`src/rtl/alu_pi_ctl.sv`:
```
// rtl/alu_pi_ctl.sv - PI register block sequencing one ALU operation with watchdog and abort
module alu_pi_ctl #(
  parameter int OP_BYTES = 4,
  parameter int ADDR_W   = 5,
  parameter int TMO_CYC  = 1024
) (
  input  logic                    clk,
  input  logic                    rst,
  input  logic                    pi_blk_sel,
  input  logic [ADDR_W-1:0]       pi_addr,
  input  logic                    pi_wr_en,
  input  logic                    pi_rd_en,
  input  logic [7:0]              pi_wr_data,
  output logic [7:0]              pi_rd_data,
  input  logic                    interrupt_ack,
  output logic                    interrupt,
  output logic                    alu_go_r,
  output logic                    alu_abort_r,
  output logic                    alu_en_r,
  output logic [3:0]              alu_func_r,
  output logic [8*OP_BYTES-1:0]   alu_op_a_r,
  output logic [8*OP_BYTES-1:0]   alu_op_b_r,
  input  logic                    alu_op_done,
  input  logic [8*OP_BYTES-1:0]   q_in,
  input  logic [8*OP_BYTES-1:0]   r_in
);
  localparam int OP_W = 8 * OP_BYTES;
  // Watchdog counter only needs to hold TMO_CYC; keep at least one bit when disabled.
  localparam int WD_W = (TMO_CYC < 2) ? 1 : $clog2(TMO_CYC + 1);

  typedef enum logic {S_IDLE = 1'b0, S_BUSY = 1'b1} state_t;

  state_t            state_q, state_d;
  logic              en_q, en_d;
  logic              int_en_q, int_en_d;
  logic [3:0]        func_q, func_d;
  logic [OP_W-1:0]   a_q, a_d, b_q, b_d, q_q, q_d, r_q, r_d;
  logic [WD_W-1:0]   wd_q, wd_d;
  logic              go_q, go_d, abort_q, abort_d;
  logic              done_q, done_d, tmo_q, tmo_d, err_q, err_d;
  logic              irq_q, irq_d;

  logic              wr_acc, wr_ctrl, wr_stat, go_req, abort_req, busy;
  logic              set_done, set_tmo, set_err;

  assign wr_acc    = pi_blk_sel & pi_wr_en;
  assign wr_ctrl   = wr_acc && (pi_addr == ADDR_W'(0));
  assign wr_stat   = wr_acc && (pi_addr == ADDR_W'(1));
  // ABORT in the same write cancels GO, so GO only counts without ABORT.
  assign go_req    = wr_ctrl & pi_wr_data[0] & ~pi_wr_data[3];
  assign abort_req = wr_ctrl & pi_wr_data[3];
  assign busy      = (state_q == S_BUSY);

  // Register writes, operation sequencing, watchdog and sticky flag updates
  always_comb begin
    state_d  = state_q;
    en_d     = en_q;
    int_en_d = int_en_q;
    func_d   = func_q;
    a_d      = a_q;
    b_d      = b_q;
    q_d      = q_q;
    r_d      = r_q;
    wd_d     = wd_q;
    go_d     = 1'b0;
    abort_d  = 1'b0;
    set_done = 1'b0;
    set_tmo  = 1'b0;
    set_err  = 1'b0;

    if (wr_ctrl) begin
      en_d     = pi_wr_data[1];
      int_en_d = pi_wr_data[2];
      func_d   = pi_wr_data[7:4];
    end

    // Operands are frozen while an operation is running.
    for (int k = 0; k < OP_BYTES; k++) begin
      if (wr_acc && (pi_addr == ADDR_W'(2 + k))) begin
        if (busy) set_err = 1'b1;
        else      a_d[8*k +: 8] = pi_wr_data;
      end
      if (wr_acc && (pi_addr == ADDR_W'(2 + OP_BYTES + k))) begin
        if (busy) set_err = 1'b1;
        else      b_d[8*k +: 8] = pi_wr_data;
      end
    end

    case (state_q)
      S_IDLE: begin
        if (go_req) begin
          if (pi_wr_data[1] || en_q) begin
            go_d    = 1'b1;
            state_d = S_BUSY;
            wd_d    = WD_W'(TMO_CYC);
          end else begin
            set_err = 1'b1;
          end
        end
      end
      S_BUSY: begin
        if (go_req) set_err = 1'b1;
        // Completion outranks both abort sources so a finished result is never lost.
        if (alu_op_done) begin
          q_d      = q_in;
          r_d      = r_in;
          set_done = 1'b1;
          state_d  = S_IDLE;
        end else if (abort_req) begin
          abort_d = 1'b1;
          state_d = S_IDLE;
        end else if (TMO_CYC != 0) begin
          if (wd_q == WD_W'(1)) begin
            abort_d = 1'b1;
            set_tmo = 1'b1;
            state_d = S_IDLE;
          end else begin
            wd_d = wd_q - WD_W'(1);
          end
        end
      end
      default: state_d = S_IDLE;
    endcase

    // A flag being set in the same cycle wins over any clear.
    done_d = (done_q & ~(wr_stat & pi_wr_data[1]) & ~interrupt_ack) | set_done;
    tmo_d  = (tmo_q  & ~(wr_stat & pi_wr_data[2]) & ~interrupt_ack) | set_tmo;
    err_d  = (err_q  & ~(wr_stat & pi_wr_data[3]) & ~interrupt_ack) | set_err;
    irq_d  = (done_q | tmo_q | err_q) & int_en_q;
  end

  // State and register storage with synchronous reset
  always_ff @(posedge clk) begin
    if (rst) begin
      state_q  <= S_IDLE;
      en_q     <= 1'b0;
      int_en_q <= 1'b0;
      func_q   <= 4'h0;
      a_q      <= '0;
      b_q      <= '0;
      q_q      <= '0;
      r_q      <= '0;
      wd_q     <= '0;
      go_q     <= 1'b0;
      abort_q  <= 1'b0;
      done_q   <= 1'b0;
      tmo_q    <= 1'b0;
      err_q    <= 1'b0;
      irq_q    <= 1'b0;
    end else begin
      state_q  <= state_d;
      en_q     <= en_d;
      int_en_q <= int_en_d;
      func_q   <= func_d;
      a_q      <= a_d;
      b_q      <= b_d;
      q_q      <= q_d;
      r_q      <= r_d;
      wd_q     <= wd_d;
      go_q     <= go_d;
      abort_q  <= abort_d;
      done_q   <= done_d;
      tmo_q    <= tmo_d;
      err_q    <= err_d;
      irq_q    <= irq_d;
    end
  end

  // Read mux; GO and ABORT are write-only and read back as 0
  always_comb begin
    pi_rd_data = 8'h00;
    if (pi_blk_sel && pi_rd_en) begin
      if (pi_addr == ADDR_W'(0)) pi_rd_data = {func_q, 1'b0, int_en_q, en_q, 1'b0};
      if (pi_addr == ADDR_W'(1)) pi_rd_data = {4'h0, err_q, tmo_q, done_q, busy};
      for (int k = 0; k < OP_BYTES; k++) begin
        if (pi_addr == ADDR_W'(2 + k))              pi_rd_data = a_q[8*k +: 8];
        if (pi_addr == ADDR_W'(2 + OP_BYTES + k))   pi_rd_data = b_q[8*k +: 8];
        if (pi_addr == ADDR_W'(2 + 2*OP_BYTES + k)) pi_rd_data = q_q[8*k +: 8];
        if (pi_addr == ADDR_W'(2 + 3*OP_BYTES + k)) pi_rd_data = r_q[8*k +: 8];
      end
    end
  end

  assign interrupt   = irq_q;
  assign alu_go_r    = go_q;
  assign alu_abort_r = abort_q;
  assign alu_en_r    = en_q;
  assign alu_func_r  = func_q;
  assign alu_op_a_r  = a_q;
  assign alu_op_b_r  = b_q;

endmodule
```
`config.mk`:
```
export PLATFORM = sky130hd
export DESIGN_NAME = alu_pi_ctl
export DESIGN_NICKNAME = d
export VERILOG_FILES = /design/src/rtl/alu_pi_ctl.sv
export SDC_FILE = /design/constraint.sdc
export NUM_CORES = 1
export LEC_CHECK = 0
export ABC_AREA = 1
export BUFFER_PORTS_ARGS = -buffer_cell sky130_fd_sc_hd__buf_2
export CAP_MARGIN = 20
export CORE_ASPECT_RATIO = 0.9
export CORE_MARGIN = 1.5
export CORE_UTILIZATION = 55
export CTS_BUF_LIST = sky130_fd_sc_hd__clkbuf_8
export DETAILED_ROUTE_END_ITERATION = 16
export GPL_TIMING_DRIVEN = 0
export PLACE_DENSITY_LB_ADDON = 0.08
export SLEW_MARGIN = 30
export SYNTH_ARGS = -nofsm -noshare
export SYNTH_HDL_FRONTEND = slang
export SYNTH_SLANG_ARGS = --single-unit
```
`constraint.sdc`:
```
create_clock -name clk -period 4.06 [get_ports clk]
set_input_delay 0.406 -clock clk [delete_from_list [all_inputs] [get_ports clk]]
set_output_delay 0.406 -clock clk [all_outputs]
set_load 0.01 [all_outputs]
```
==> results.md <==
* Status: completed
* Routed Antenna Nets at 0
* Final Non-Filler Cells at ~1400
* Adder-cell area share of the yosys netlist at 0.352%
* Clock buffer depth at 2
* Postcts setup bufs at 0
* Initial antenna violation count at 0
* Unrepaired setup endpoints after global routing: no
* Tcrit/Tclk final at between 70% and 80%
* Die Footprint at 13600 sq um
* Multi-input logic area at approximately 3400 sq um
* Max-Cap Viols at 0
* Combinational family with the most area after synthesis: simple AND/OR/NAND/NOR gates
* Post-CTS Hold Buffers at 0
* Die height at between 100 and 150 um
* Core Region at 12600 sq um
* Top Metal Used: met4
* Chip width at ~120 um
* Cell variety after synth at 43
* Post-synth top area share at 42.8%
* Setup tns final at 0 ns
* 1st-pass router iterations at 8
* Netlist Area Pre-Place at approximately 7000 sq um
* Fraction of layout cells with a size suffix above 1 at roughly a fifth
* Lkg Pwr at 3.59 nW
* Layout net count at between 1000 and 1500
* Clk_lat worst skew at 0.45 ns
* Initial Util at a little under three fifths
* Slowest CP cell: clkbuf_1
* M1 wire length at 9.82 mm
* IO Port Bufs at about 160
* Synth area leaders: dfxtp_1 (43%), o21ai_0 (11%), nor2_1 (8.9%)
* Synth warn at 0
* Total GRT Usage at between 30% and 40%
* Setup Viol. Count Final at 0
* Ant diodes at 0
* Most frequent CP cell: nand2_1
* Critical-path maximum fanout at 10
* Cells after synthesis at about 1000
* Setup Crit Path Kind: primary input to output port
* Cells after DPL at 1354
* Total grt overflow at 0
* H-tree depth at 4
* Vias per cell at 5.42
* Worst-path clk slew at around 0.070 ns
* Worst EP arrival at around 2.5 ns
* Synth async-reset ratio at 0%
* Register area at around 3000 sq um
* CTS tree: yes
* # DRC at 0
* Final Max Slew Viols at 0
* Syn_area_per_cell at about 6.9 sq um
* IO Pins at 164
* Initial DRC Count at approximately 540
* Tmin final at about 3 ns
* Fillers at approximately 1200
* FF-to-FF setup slack at between 1.5 and 2 ns
* PwrDens at 332 nW/um^2
* Worst Min Path Start: alu_op_done
* Vias at ~7500
* Row cnt at 39
* Slew @ Worst Pin at between 0.8 and 0.9 ns
* Clock Root Buffer: clkbuf_8
* Met3 routed WL at between 1.5 and 2 mm
* Hold path cells at 2
* F_max at between 300 and 400 MHz
* First-pass GRT wire length at 34.4 mm
* Peak VDD IR at ~0.24 mV
* Critical path cell sequence: buf_2 -> inv_2 -> nand2_1 -> nor2_1 -> nand2_1 -> clkbuf_1 -> o21ai_0 -> nand3b_1 -> nand2_1 -> nand4_1 -> nand2_1 -> nand4_1 -> nor2_1 -> nor2_1 -> buf_2
* Register bit total from synthesis at ~150
* Skew final at 0.00713 ns
* Mux contribution to synthesized area at 0%
* Cell count of the worst reg-to-reg path at 6
* Rel. slew slack at 44.2%
* Gp weighted congestion at approximately 0.95
* Post-synth EDFFs at 0
* Final hold violations at 0
* Area Overhead vs Synth at 19.1%
* Clk sinks at 152
* Slowest stage delay, CP at 0.34 ns
* Hold endpoint: alu_abort_r$_SDFF_PP0_
* FF-to-FF End: alu_op_b_r[29]$_SDFFE_PP0P_
* WL/cell at roughly 16 um
* CP required at approximately 3.7 ns
* Largest net degree at the start of global routing at 17
* TritonCTS Buffers at 17
* WL met2 at roughly 10 mm
* Startpoint types: primary input
* Worst hold path class: primary input to flop
* Register area share after synthesis at a little over two fifths
* Dpl hpwl at 16.8 mm
* Syn Nets at approximately 1100
* Setup crit end kind: output port
* Total Wirelength at ~22 mm
* Yosys top cell by area: dfxtp_1
* Xor/xnor share of the synthesized area at 0%
* Cts repair resizes at 0
* Synth Area in Simple Gates at between 20% and 30%
* R2r startpoint: busy$_SDFF_PP0_
* Number of global-route vias before repair at slightly below 7000
* Synth Area in Compound Gates at between 10% and 20%
* Synth Flop Type: dfxtp_1
report_power, final:
part           total [mW]  internal (mW)  leakage [nW]  switching [mW]
logic               0.223         0.0739          2.17           0.149
registers            1.50           1.50          1.22         0.00497
clock network        1.09          0.546         0.201           0.541
per-stage QoR:
| step | utilization, % | area, sq um | total power, mW | setup WS (ns) | hold slack, ns |
|---|---|---|---|---|---|
| after global placement | 64.2 | 8110 | 1.75 | 1.19 | 0.442 |
| after detailed placement | 64.2 | 8110 | 1.75 | 1.21 | 0.453 |
| after global routing | 67.0 | 8470 | 2.90 | 0.990 | 0.170 |
| after CTS | 67.0 | 8470 | 2.81 | 1.20 | 0.170 |
| final | 67.0 | 8470 | 2.81 | 1.14 | 0.179 |
| after floorplan | - | 7110 | 1.65 | 1.86 | 0.428 |
worst max-delay path: cells and delay by family:
family          cells  cell delay [ns]
buf+inv             4             0.75
compound gates      1             0.15
simple gates       10             1.21
cell type report:
cell class	count	area share, %
Multi-Input combinational cell	698	39.7
Sequential cell	152	35.9
Timing Repair Buffer	159	9.40
Inverter	130	5.85
Clock buffer	22	3.58
Buffer	51	2.42
Tap cell	164	2.42
Clock inverter	7	0.650
cells by family (layout without fill, tap and decap cells):
| group | count (synthesis) | in the layout |
|---|---|---|
| fa+ha+maj | 2 | 2 |
| flops | 152 | 152 |
| simple gates | 442 | 442 |
| buf+inv | 181 | 369 |
| compound gates | 254 | 254 |
flip-flops by register name (all words and copies together) (netlist names), 4 cells and up:
register / flops
wd_q: 11
alu_func_r: 4
q_q: 32
alu_op_a_r: 32
r_q: 32
alu_op_b_r: 32
cell usage after synthesis, types with 2 or more instances:
master,n
o21ai_1,6
nand2_4,4
or2_2,11
nand3_1,48
clkbuf_1,44
a31oi_1,2
nor2_4,9
nand2_2,2
ha_1,2
nor2_2,7
nor3_1,5
inv_1,117
nor2_1,168
a21oi_1,77
or2_0,6
dfxtp_1,152
nand4_1,26
o21ai_0,160
inv_2,10
o21bai_1,2
nand2_1,146
o41ai_1,2
buf_2,5
worst max path at each step:
stage | start | end | slack, ns | cells after the start
floorplan | pi_addr[3] | pi_rd_data[3] | 1.86 | 15
global placement | pi_addr[2] | pi_rd_data[3] | 1.19 | 16
detailed placement | pi_addr[2] | pi_rd_data[3] | 1.21 | 16
CTS | pi_addr[2] | pi_rd_data[3] | 1.20 | 16
global route | pi_addr[0] | pi_rd_data[5] | 0.99 | 9
finish | pi_addr[2] | pi_rd_data[5] | 1.14 | 15
routing by layer:
metal | track usage [%] | vias to the layer above
li1 | - | 3700
met1 | 45.7 | 3417
met2 | 51.4 | 323
met3 | 6.74 | 53
met4 | 12.2 | 0
met5 | 0 | -
cell usage in the layout (no fill, tap or decap), types with 4 or more instances in the layout:
master	instances
a21oi_1	77
buf_2	164
clkbuf_1	44
clkbuf_8	22
dfxtp_1	152
inv_1	121
inv_2	10
nand2_1	146
nand2_4	4
nand3_1	48
nand4_1	26
nor2_1	168
nor2_2	7
nor2_4	9
nor3_1	5
o21ai_0	160
o21ai_1	6
or2_0	6
or2_2	11
(Power assumes the default switching activity.)
